$ cat config.mk
export PLATFORM = sky130hd
export DESIGN_NAME = key_click_decoder
export DESIGN_NICKNAME = d
export VERILOG_FILES = /design/src/rtl/key_click_decoder.sv
export SDC_FILE = /design/constraint.sdc
export NUM_CORES = 1
export LEC_CHECK = 0
export CAP_MARGIN = 10
export CORE_MARGIN = 3
export CORE_UTILIZATION = 45
export DETAILED_ROUTE_END_ITERATION = 10
export PLACE_DENSITY = 0.61
export SLEW_MARGIN = 20
export SYNTH_ARGS = -nofsm -noshare
export SYNTH_HDL_FRONTEND = slang
export SYNTH_SLANG_ARGS = --single-unit
$ cat constraint.sdc
create_clock -name clk -period 2.6 [get_ports clk]
set_input_delay 0.39 -clock clk [delete_from_list [all_inputs] [get_ports clk]]
set_output_delay 0.39 -clock clk [all_outputs]
set_load 0.03 [all_outputs]
$ cat src/rtl/key_click_decoder.sv
// Groups debounced key pulses into single/double/triple click events and tracks the OSD menu index.
// Report is one cycle after the window expires or after the MAX_CLICKS-th pulse; no backpressure, pulses during report are dropped.
module key_click_decoder #(
    parameter int WINDOW_CYC = 15_000_000,
    parameter int TMR_W      = 24,
    parameter int MAX_CLICKS = 3,
    parameter int NUM_ITEMS  = 4,
    parameter int SEL_W      = 2
) (
    input  logic             clk,
    input  logic             rst_n,
    input  logic             key_pulse,
    output logic             click_valid,
    output logic [1:0]       click_num,
    output logic             single_click,
    output logic             double_click,
    output logic             triple_click,
    output logic [SEL_W-1:0] sel_idx,
    output logic             busy
);

    typedef enum logic [1:0] {
        IDLE   = 2'd0,
        WAIT   = 2'd1,
        REPORT = 2'd2
    } state_t;

    localparam logic [TMR_W-1:0] TMR_LAST = TMR_W'(WINDOW_CYC - 1);
    localparam logic [1:0]       MAX_CNT  = 2'(MAX_CLICKS);
    localparam logic [SEL_W-1:0] SEL_LAST = SEL_W'(NUM_ITEMS - 1);

    state_t           state_q, state_d;
    logic [TMR_W-1:0] timer_q, timer_d;
    logic [1:0]       cnt_q, cnt_d;
    logic [1:0]       num_d;
    logic [1:0]       click_num_q;
    logic             click_valid_q;
    logic [SEL_W-1:0] sel_q, sel_d;

    always_ff @(posedge clk or negedge rst_n) begin
        if (!rst_n) begin
            state_q       <= IDLE;
            timer_q       <= '0;
            cnt_q         <= 2'd0;
            click_valid_q <= 1'b0;
            click_num_q   <= 2'd0;
            sel_q         <= '0;
        end else begin
            state_q       <= state_d;
            timer_q       <= timer_d;
            cnt_q         <= cnt_d;
            click_valid_q <= (state_d == REPORT);
            click_num_q   <= num_d;
            sel_q         <= sel_d;
        end
    end

    // A pulse in WAIT always beats the timeout on the same edge.
    always_comb begin
        state_d = state_q;
        timer_d = timer_q;
        cnt_d   = cnt_q;
        num_d   = 2'd0;
        case (state_q)
            IDLE: begin
                if (key_pulse) begin
                    state_d = WAIT;
                    cnt_d   = 2'd1;
                    timer_d = '0;
                end
            end
            WAIT: begin
                if (key_pulse && (cnt_q + 2'd1 == MAX_CNT)) begin
                    state_d = REPORT;
                    num_d   = MAX_CNT;
                    cnt_d   = 2'd0;
                    timer_d = '0;
                end else if (key_pulse) begin
                    cnt_d   = cnt_q + 2'd1;
                    timer_d = '0;
                end else if (timer_q == TMR_LAST) begin
                    state_d = REPORT;
                    num_d   = cnt_q;
                    cnt_d   = 2'd0;
                    timer_d = '0;
                end else begin
                    timer_d = timer_q + TMR_W'(1);
                end
            end
            REPORT: begin
                state_d = IDLE;
                cnt_d   = 2'd0;
                timer_d = '0;
            end
            default: begin
                state_d = IDLE;
                cnt_d   = 2'd0;
                timer_d = '0;
            end
        endcase
    end

    always_comb begin
        sel_d = sel_q;
        case (num_d)
            2'd1:    sel_d = (sel_q == SEL_LAST) ? '0 : sel_q + SEL_W'(1);
            2'd2:    sel_d = (sel_q == '0) ? SEL_LAST : sel_q - SEL_W'(1);
            2'd3:    sel_d = '0;
            default: sel_d = sel_q;
        endcase
    end

    assign click_valid  = click_valid_q;
    assign click_num    = click_num_q;
    assign single_click = click_valid_q && (click_num_q == 2'd1);
    assign double_click = click_valid_q && (click_num_q == 2'd2);
    assign triple_click = click_valid_q && (click_num_q == 2'd3);
    assign sel_idx      = sel_q;
    assign busy         = (state_q == WAIT);

endmodule

# Yosys cells after proc, flatten, opt, wreduce, memory -nomap -nowiden
# Index checks and enable logic that the tools add are counted.
word_totals:
  register_bits: 33
  input_bits: 3
  output_inout_bits: 9
  wordCells: 53
classes:
  n_addsub: 4
  n_eq_ne: 13
  muxes: 22
  reduce_logical: 8
op_table:
  columns: ["op", "count"]
  rows:
  - ["two-way mux 24 bit", 4]
  - ["case mux 24 bit (2 select lines)", 1]
  - ["two-way mux 2 bit", 14]
  - ["adder 24 x 1 -> 24 bit (second input constant)", 1]
  - ["== test 24 bit (second input constant)", 1]
  - ["== test 2 bit (second input constant)", 7]
  - ["case mux 2 bit (2 select lines)", 2]
  - ["== test 2 x 1 -> 1 bit (second input constant)", 3]
  - ["case mux 2 bit (3 select lines)", 1]
  - ["adder 2 x 1 -> 2 bit (second input constant)", 2]
  - ["logical AND 1 bit", 4]
  - ["logical NOT 2 bit", 2]
  - ["!= test 4 x 2 -> 1 bit (second input constant)", 1]
  - ["nonzero test 3 bit", 1]
  - ["!= test 2 bit (second input constant)", 1]
  - ["AND reduction 2 bit", 1]
  - ["subtractor 2 x 1 -> 2 bit (second input constant)", 1]

# Logic depth before layout (Yosys ltp)
# Gate-level depths: netlist (run 1).
logic_depth:
  word_depth: 7
  ltp_mapped: 7
  ltp_nobuf: 7

# Least setup slack after synthesis (run 1)
# No wires, ideal clock.
synth_timing:
  path_kind: "flip-flop to flip-flop"
  from: "register timer_q[0]"
  to: "register sel_q[0] (netlist: sel_idx[0])"
  setup_time_ns: 0.123
  arrival_ns: 1.975
  required_time_ns: 2.477
  setup_slack_ns: 0.502
  stages_incl_launch_ff: 7
  n_path_buf: 0
  synth_period_minus_slack_ns: 2.098
  cell_sequence: "dfrtp_1 > ha_1 > nand2_1 > or4_4 > o41ai_4 > a21oi_1 > o221a_1"
synth_between:
  elab_chain_cells: 7
  elab_cells_between_ends: 10
  cone_classes: "eq/ne: 4; mux: 5; reduce/logical: 1"
synth_rtl:
  columns: ["element", "line_no", "text"]
  rows:
  - ["start, declared", "33", "logic [TMR_W-1:0] timer_q, timer_d;"]
  - ["start signal, assigned", "50", "timer_q <= timer_d;"]
  - ["== test 24 bit *", "81", "end else if (timer_q == TMR_LAST) begin"]
  - ["two-way mux 2 bit *", "81", null]
  - ["two-way mux 2 bit *", "78", "end else if (key_pulse) begin"]
  - ["two-way mux 2 bit *", "73", "if (key_pulse && (cnt_q + 2'd1 == MAX_CNT)) begin"]
  - ["two-way mux 2 bit *", "64", "case (state_q)"]
  - ["== test 2 bit / == test 2 x 1 -> 1 bit (equally long branches)", "105", "case (num_d)"]
  - ["case mux 2 bit (3 select lines) / nonzero test 3 bit (equally long branches)", null, null]
  - ["end signal, assigned", "54", "sel_q <= sel_d;"]
  - ["end, declared", "38", "logic [SEL_W-1:0] sel_q, sel_d;"]
# Mark *: on every way between the ends. The rest lies on a longest branch, timed or not.
# A chain may end at the register's enable or synchronous reset.

# Final worst setup path (run 1)
layout_timing:
  from: "register timer_q[0]"
  to: "register sel_q[1] (netlist: sel_idx[1])"
# Same word-level chain as after synthesis.

==> results of run 1 <==
[report_power, final]
| part | leakage, nW | internal (mW) | switching [mW] | total [mW] |
|---|---|---|---|---|
| sequential | 0.447 | 0.577 | 0.0699 | 0.647 |
| clock | 0.0395 | 0.190 | 0.171 | 0.361 |
| combinational | 0.405 | 0.200 | 0.284 | 0.484 |
[cells by family after synthesis]
family	count (synthesis)	synth area share [%]
AO/OA/AOI/OAI	33	14.1
multiplexers	2	1.15
adder cells (fa/ha/maj)	4	2.70
AND/OR/NAND/NOR	88	26.4
buffers and inverters	13	2.69
XOR/XNOR	18	8.49
flip-flops	33	44.5
[cell usage after synthesis, types with 2 or more instances]
cell	instances
dfrtp_1	33
nor2_1	19
nand2_1	16
nand3_1	12
xor2_1	11
a21oi_1	10
nand4_1	9
inv_1	7
xnor2_1	7
and3_1	5
a22o_1	4
a31oi_1	4
clkbuf_1	4
ha_1	4
nor3_1	4
and2_1	3
and4_1	3
nor4_1	3
o21ai_0	3
nand2b_1	2
nor4b_1	2
nor4bb_1	2
[stage by stage]
stage	std cells	utilization (%)	worst slack, ns	total power [mW]	hold WS, ns
after floorplan	191	-	0.502	0.975	0.0944
after global placement	250	53.4	0.318	1.12	0.513
after detailed placement	250	53.4	0.272	1.14	0.517
after CTS	258	55.5	0.260	1.51	0.522
after global routing	258	55.5	0.0360	1.59	0.552
final	258	55.5	0.276	1.49	0.507
[placed cells by master, fill, tap and decap left out, drive strengths merged, types with 2 or more instances in the layout]
cell            n
dfrtp          33
and4            3
nor4            3
a21oi          10
nor2           19
nand3          13
nor4bb          2
xnor2           7
nor4b           2
ha              4
buf             5
clkbuf          8
o41ai           2
and3            5
nand2b          3
o32ai           2
xor2           11
and2            4
nand2          16
a31oi           4
clkdlybuf4s50  11
nor3            4
o21ai           4
nand4           9
a22o            4
inv             7
[metal layers]
metal / track usage [%] / part of all wire [%]
met1: 26.8 / 50
met5: 0 / 0
met2: 28.0 / 46
met3: 3.60 / 3.1
met4: 4.89 / 0.45
[registers in the layout (all words and copies together) (netlist names)]
name	count
timer_q	24
click_num	2
cnt_q	2
sel_idx	2
state_q	2
click_valid	1
[worst paths after layout]
check,cells after the start,end,slack (ns),start
max,6,sel_idx[1]$_DFFE_PN0P_,0.28,timer_q[0]$_DFFE_PN0P_
min,2,timer_q[21]$_DFFE_PN0P_,0.51,rst_n
max reg2reg,6,sel_idx[1]$_DFFE_PN0P_,0.28,timer_q[0]$_DFFE_PN0P_
min reg2reg,2,timer_q[23]$_DFFE_PN0P_,0.54,timer_q[23]$_DFFE_PN0P_
max in group asynchronous,2,timer_q[16]$_DFFE_PN0P_,1.78,rst_n
min in group clk,2,timer_q[23]$_DFFE_PN0P_,0.54,timer_q[23]$_DFFE_PN0P_
[worst max-delay path, stage by stage, from the launching register on]
cell and delay (ns):
dfrtp_1 0.42, ha_1 0.28, nand2_1 0.14, or4_4 0.58, o41ai_2 0.44, a21oi_1 0.14, o32ai_2 0.22
[cell type report]
| cell class | instances | area, sq um | share of cell area [%] |
|---|---|---|---|
| multi-input combinational | 145 | 981 | 46.2 |
| sequential | 33 | 826 | 38.9 |
| timing repair buffer | 16 | 148 | 6.95 |
| clock buffer | 8 | 80.1 | 3.77 |
| tap | 48 | 60.1 | 2.83 |
| inverter | 8 | 30.0 | 1.41 |
==> metrics.md, run 1 <==
| Metric | Value |
|---|---|
| TritonCTS buffer count | `5` |
| DR pass1 iterations | `4` |
| Initial antenna violation count | `0` |
| Final net count | `216` |
| CTS root buf | `clkbuf_8` |
| GPL Wtd Cong | `roughly 0.84` |
| Clock slew at reported path FFs | `0.06 ns` |
| Relative slew slack | `34.9%` |
| Setup_tns | `0 ns` |
| Standard-cell rows | `22` |
| Die area | `4930 sq um` |
| Antenna Nets Post-Route | `0` |
| Status | `finished, final reports clean` |
| CTS tree | `yes` |
| Max Clock Skew | `0.00403 ns` |
| Area Overhead vs Synth | `14.4%` |
| CTS Hold Bufs | `0` |
| Vias | `around 1.5k` |
| Synthesized area | `1860 sq um` |
| LEAKAGE | `~0.89 nW` |
| IO Pins | `12` |
| Count of final setup violators | `0` |
| Initial detailed-routing violation count | `96` |
| CTS max path bufs | `2` |
| WP data arrival | `2.50 ns` |
| Hold Crit Class | `in2async` |
| Layout cells sized above 1 | `10.0%` |
| Unique masters post-synth | `46` |
| Largest net degree at the start of global routing | `34` |
| Final period util | `89.4%` |
| Post-route cell area | `2120 sq um` |
| Syn Inst Count | `approximately 190` |
| Setup bufs post-CTS | `0` |
| RSZ-0062 raised after global routing | `false` |
| Routed WL per cell | `approximately 16 microns` |
| Crit-path max FO | `6` |
| Area share of the largest cell type after synthesis | `roughly 44%` |
| Hold Vio Cnt, Final | `0` |
| Die Wd | `70.2 microns` |
| Skew-Pair Late Insertion Delay | `0.27 ns` |
| FFs w/ async S/R, synth | `between 90% and 100%` |
| Cell Pwr Density | `~700 nW/um^2` |
| Post-CTS sizing | `0` |
| Dpl cell area | `2040 sq um` |
| # DRC | `0` |
| Yosys top cell by area | `dfrtp_1` |
| Worst slew pin tran | `around 0.97 ns` |
| Syn_nets | `198` |
| Worst Path Required | `2.78 ns` |
| Worst vdd ir | `415 uV` |
| CTS H-tree lvls | `2` |
| First-pass GRT wire length | `7.28 mm` |
| Element type at the critical path start | `register` |
| Crit path time final | `between 2 and 2.5 ns` |
| Grt ovf | `0` |
| Primary FF master, synth | `dfrtp_1` |
| Layout fillers | `approximately 350` |
| ANT cells | `0` |
| Drt total wl | `4.23 mm` |
| Port buffer count | `11` |
| Final Max Slew Viols | `0` |
| WS Path Type | `reg2reg` |
| Vias per cell | `5.83` |
| Top post-synthesis cells by area | `dfrtp_1 44%, xor2_1 5.2%, nor2_1 3.8%` |
| Core area | `3830 sq um` |
| CP Capture Type | `register` |
| Syn avg cell area | `a little under 10 sq um` |
| Vias in the first global route | `1542` |
| MaxCap Viol Count | `0` |
| Clk sink count | `33` |
| Die Y | `70.2 microns` |
| Seq/Total Area, Yosys | `44.5%` |
| Number of synthesized flops with an enable pin | `0` |
| Initial core utilization | `48.5%` |
| Peak Freq | `around 430 MHz` |
| All-layer global routing usage | `18.4%` |
| Synth Warn # | `0` |
| Final HPWL DP | `3.08 mm` |
| Seq cells post-synth | `33` |
(Power assumes the default switching activity.)
==> run 2, diff against run 1 <==
Settings changed: CORE_MARGIN 3 to 1.5, GPL_ROUTABILITY_DRIVEN set to 0.
==> run 2 against run 1 <==
Worst hold slack barely moved. Final cell count up 1.6%. Sequential share of layout area shrank 0.36 points. Largest cell class unchanged.
==> metrics.md, run 2 (synthesized netlist as in run 1, its figures left out) <==
| Metric | Value |
|---|---|
| Status | `finished, final reports clean` |
| Area Overhead vs Synth | `15.5%` |
| Crit-path max FO | `6 (unchanged)` |
| Placed cell count | `254 (+1.6%)` |
| Layout cells sized above 1 | `11.8% (+1.8 points)` |
| Hold Crit Class | `in2async` |
| Power share of the combinational group | `32.3% (about the same)` |
| Initial core utilization | `46.8% (-1.8 points)` |
| Crit path max-delay family | `compound AO/OA/AOI/OAI gates` |
| Worst vdd ir | `492 uV (+19%)` |
| Non-filler cells, final | `262 (+1.6%)` |
| Vias | `1540 (+2.3%)` |
| Final net count | `218 (+0.93%)` |
| Most frequent cells in the layout | `33 x dfrtp_1, 19 x nor2_1, 16 x nand2_1` |
| Switching share of power | `36.3% (+1.1 points)` |
| Place WS | `0.272 ns (-0.000196 ns)` |
| Reg power frac | `42.8% (-0.6 points)` |
| Final period util | `90.4% (+1.0 points)` |
| Crit-path max cell delay | `0.58 ns (about the same)` |
| Clk sink count | `33 (unchanged)` |
| Most common library cell in the layout ignoring fill and taps | `dfrtp_1` |
| Count of final setup violators | `0 (unchanged)` |
| # DRC | `0 (unchanged)` |
| CP Capture Type | `register` |
| Largest net degree at the start of global routing | `34 (unchanged)` |
| Relative slew slack | `55.3% (+20 points)` |
| RSZ-0062 raised after global routing | `false` |
| ANT cells | `0 (unchanged)` |
| CTS root buf | `clkbuf_8` |
| Initial antenna violation count | `0 (unchanged)` |
| Largest Register | `timer_q` |
| Vias per cell | `5.88 (+0.76%)` |
| First-pass GRT wire length | `7.33 mm (+0.66%)` |
| Int Power | `0.969 mW (+0.15%)` |
| Initial detailed-routing violation count | `99 (+3.1%)` |
| Crit-path slowest cell | `or4_4` |
| CTS max path bufs | `2 (unchanged)` |
| Skew-Pair Late Insertion Delay | `0.29 ns (+0.02 ns)` |
| Cell Pwr Density | `709 nW/um^2 (+0.92%)` |
| Max reg flops | `24 (unchanged)` |
| Core area | `3970 sq um (+3.8%)` |
| Antenna Nets Post-Route | `0 (unchanged)` |
| R2r startpoint | `timer_q[0]$_DFFE_PN0P_` |
| DR pass1 iterations | `4 (unchanged)` |
| Die Y | `67.2 microns (-4.3%)` |
| MaxCap Viol Count | `0 (unchanged)` |
| Post-route cell area | `2140 sq um (+0.94%)` |
| IO Pins | `12 (unchanged)` |
| Hold Vio Cnt, Final | `0 (unchanged)` |
| Clock power frac | `24.9% (+0.7 points)` |
| Standard-cell rows | `23 (+4.5%)` |
| Max Clock Skew | `0.00461 ns (+0.000587 ns)` |
| CTS tree | `yes` |
| CTS Hold Bufs | `0 (unchanged)` |
| Vias in the first global route | `1512 (-1.9%)` |
| Fin worst setup slack | `0.250 ns (-0.0266 ns)` |
| Final HPWL DP | `3.06 mm (-0.74%)` |
| LEAKAGE | `0.907 nW (+1.7%)` |
| Die Wd | `67.2 microns (-4.3%)` |
| Worst slew pin tran | `0.665 ns (-0.303 ns)` |
| Crit path time final | `2.35 ns (+0.0266 ns)` |
| All-layer global routing usage | `22.0% (+3.5 points)` |
| Final Max Slew Viols | `0 (unchanged)` |
| TritonCTS buffer count | `5 (unchanged)` |
| Crit path from | `timer_q[0]$_DFFE_PN0P_` |
| Worst Path Required | `2.80 ns (+0.02 ns)` |
| Peak Freq | `425 MHz (-1.1%)` |
| Grt ovf | `0 (unchanged)` |
| Core Util, Final | `54.0% (-1.5 points)` |
| Post-CTS sizing | `0 (unchanged)` |
| Setup_tns | `0 ns (unchanged)` |
| Drt total wl | `4.27 mm (+0.85%)` |
| Total power | `1.52 mW (+1.9%)` |
| CTS H-tree lvls | `2 (unchanged)` |
| Worst path cell trace | `ha_1 > nand2_1 > or4_4 > o41ai_2 > a21oi_1 > o32ai_2` |
| Routed WL per cell | `16.3 microns (-0.69%)` |
| Hold Slack | `0.507 ns (-0.000305 ns)` |
| WS Path Type | `reg2reg` |
| Dpl cell area | `2060 sq um (+0.86%)` |
| Clock slew at reported path FFs | `0.07 ns (about the same)` |
| Port buffer count | `11 (unchanged)` |
| WP data arrival | `2.55 ns (+0.05 ns)` |
| Switching power | `0.551 mW (+5.0%)` |
| Element type at the critical path start | `register` |
| Die area | `4520 sq um (-8.4%)` |
| Setup bufs post-CTS | `0 (unchanged)` |
| CP bufs+invs | `0 (unchanged)` |
run 2: final timing paths:
check,to,slack (ns),cells past startpoint
max,sel_idx[1]$_DFFE_PN0P_,0.25,6
min,timer_q[12]$_DFFE_PN0P_,0.51,2
max reg2reg,sel_idx[1]$_DFFE_PN0P_,0.25,6
min reg2reg,timer_q[22]$_DFFE_PN0P_,0.52,1
max in group asynchronous,timer_q[18]$_DFFE_PN0P_,1.79,2
min in group clk,timer_q[22]$_DFFE_PN0P_,0.52,1
run 2: area by class of cell:
| class | count | area (sq um) |
|---|---|---|
| multi-input cells | 145 | 981 |
| clock buffers | 6 | 72.6 |
| fillers | 371 | 1830 |
| well taps | 50 | 62.6 |
| repair buffers | 18 | 163 |
| clock inverters | 2 | 10.0 |
| inverters | 8 | 30.0 |
| flip-flops and latches | 33 | 826 |
run 2: routing by layer:
layer	up-vias	wire [microns]	track usage, %
li1	744	-	-
met1	764	1990	29.0
met5	-	0	0
met3	6	165	5.67
met2	26	2060	35.4
met4	0	55	6.89
run 2: power by group through the flow:
stage / sequential (mW) / combinational, mW / clock [mW]
final: 0.651 / 0.491 / 0.378
after global routing: 0.665 / 0.537 / 0.417
after CTS: 0.651 / 0.494 / 0.390
after detailed placement: 0.658 / 0.493 / 0
after global placement: 0.654 / 0.473 / 0
after floorplan: 0.686 / 0.289 / 0
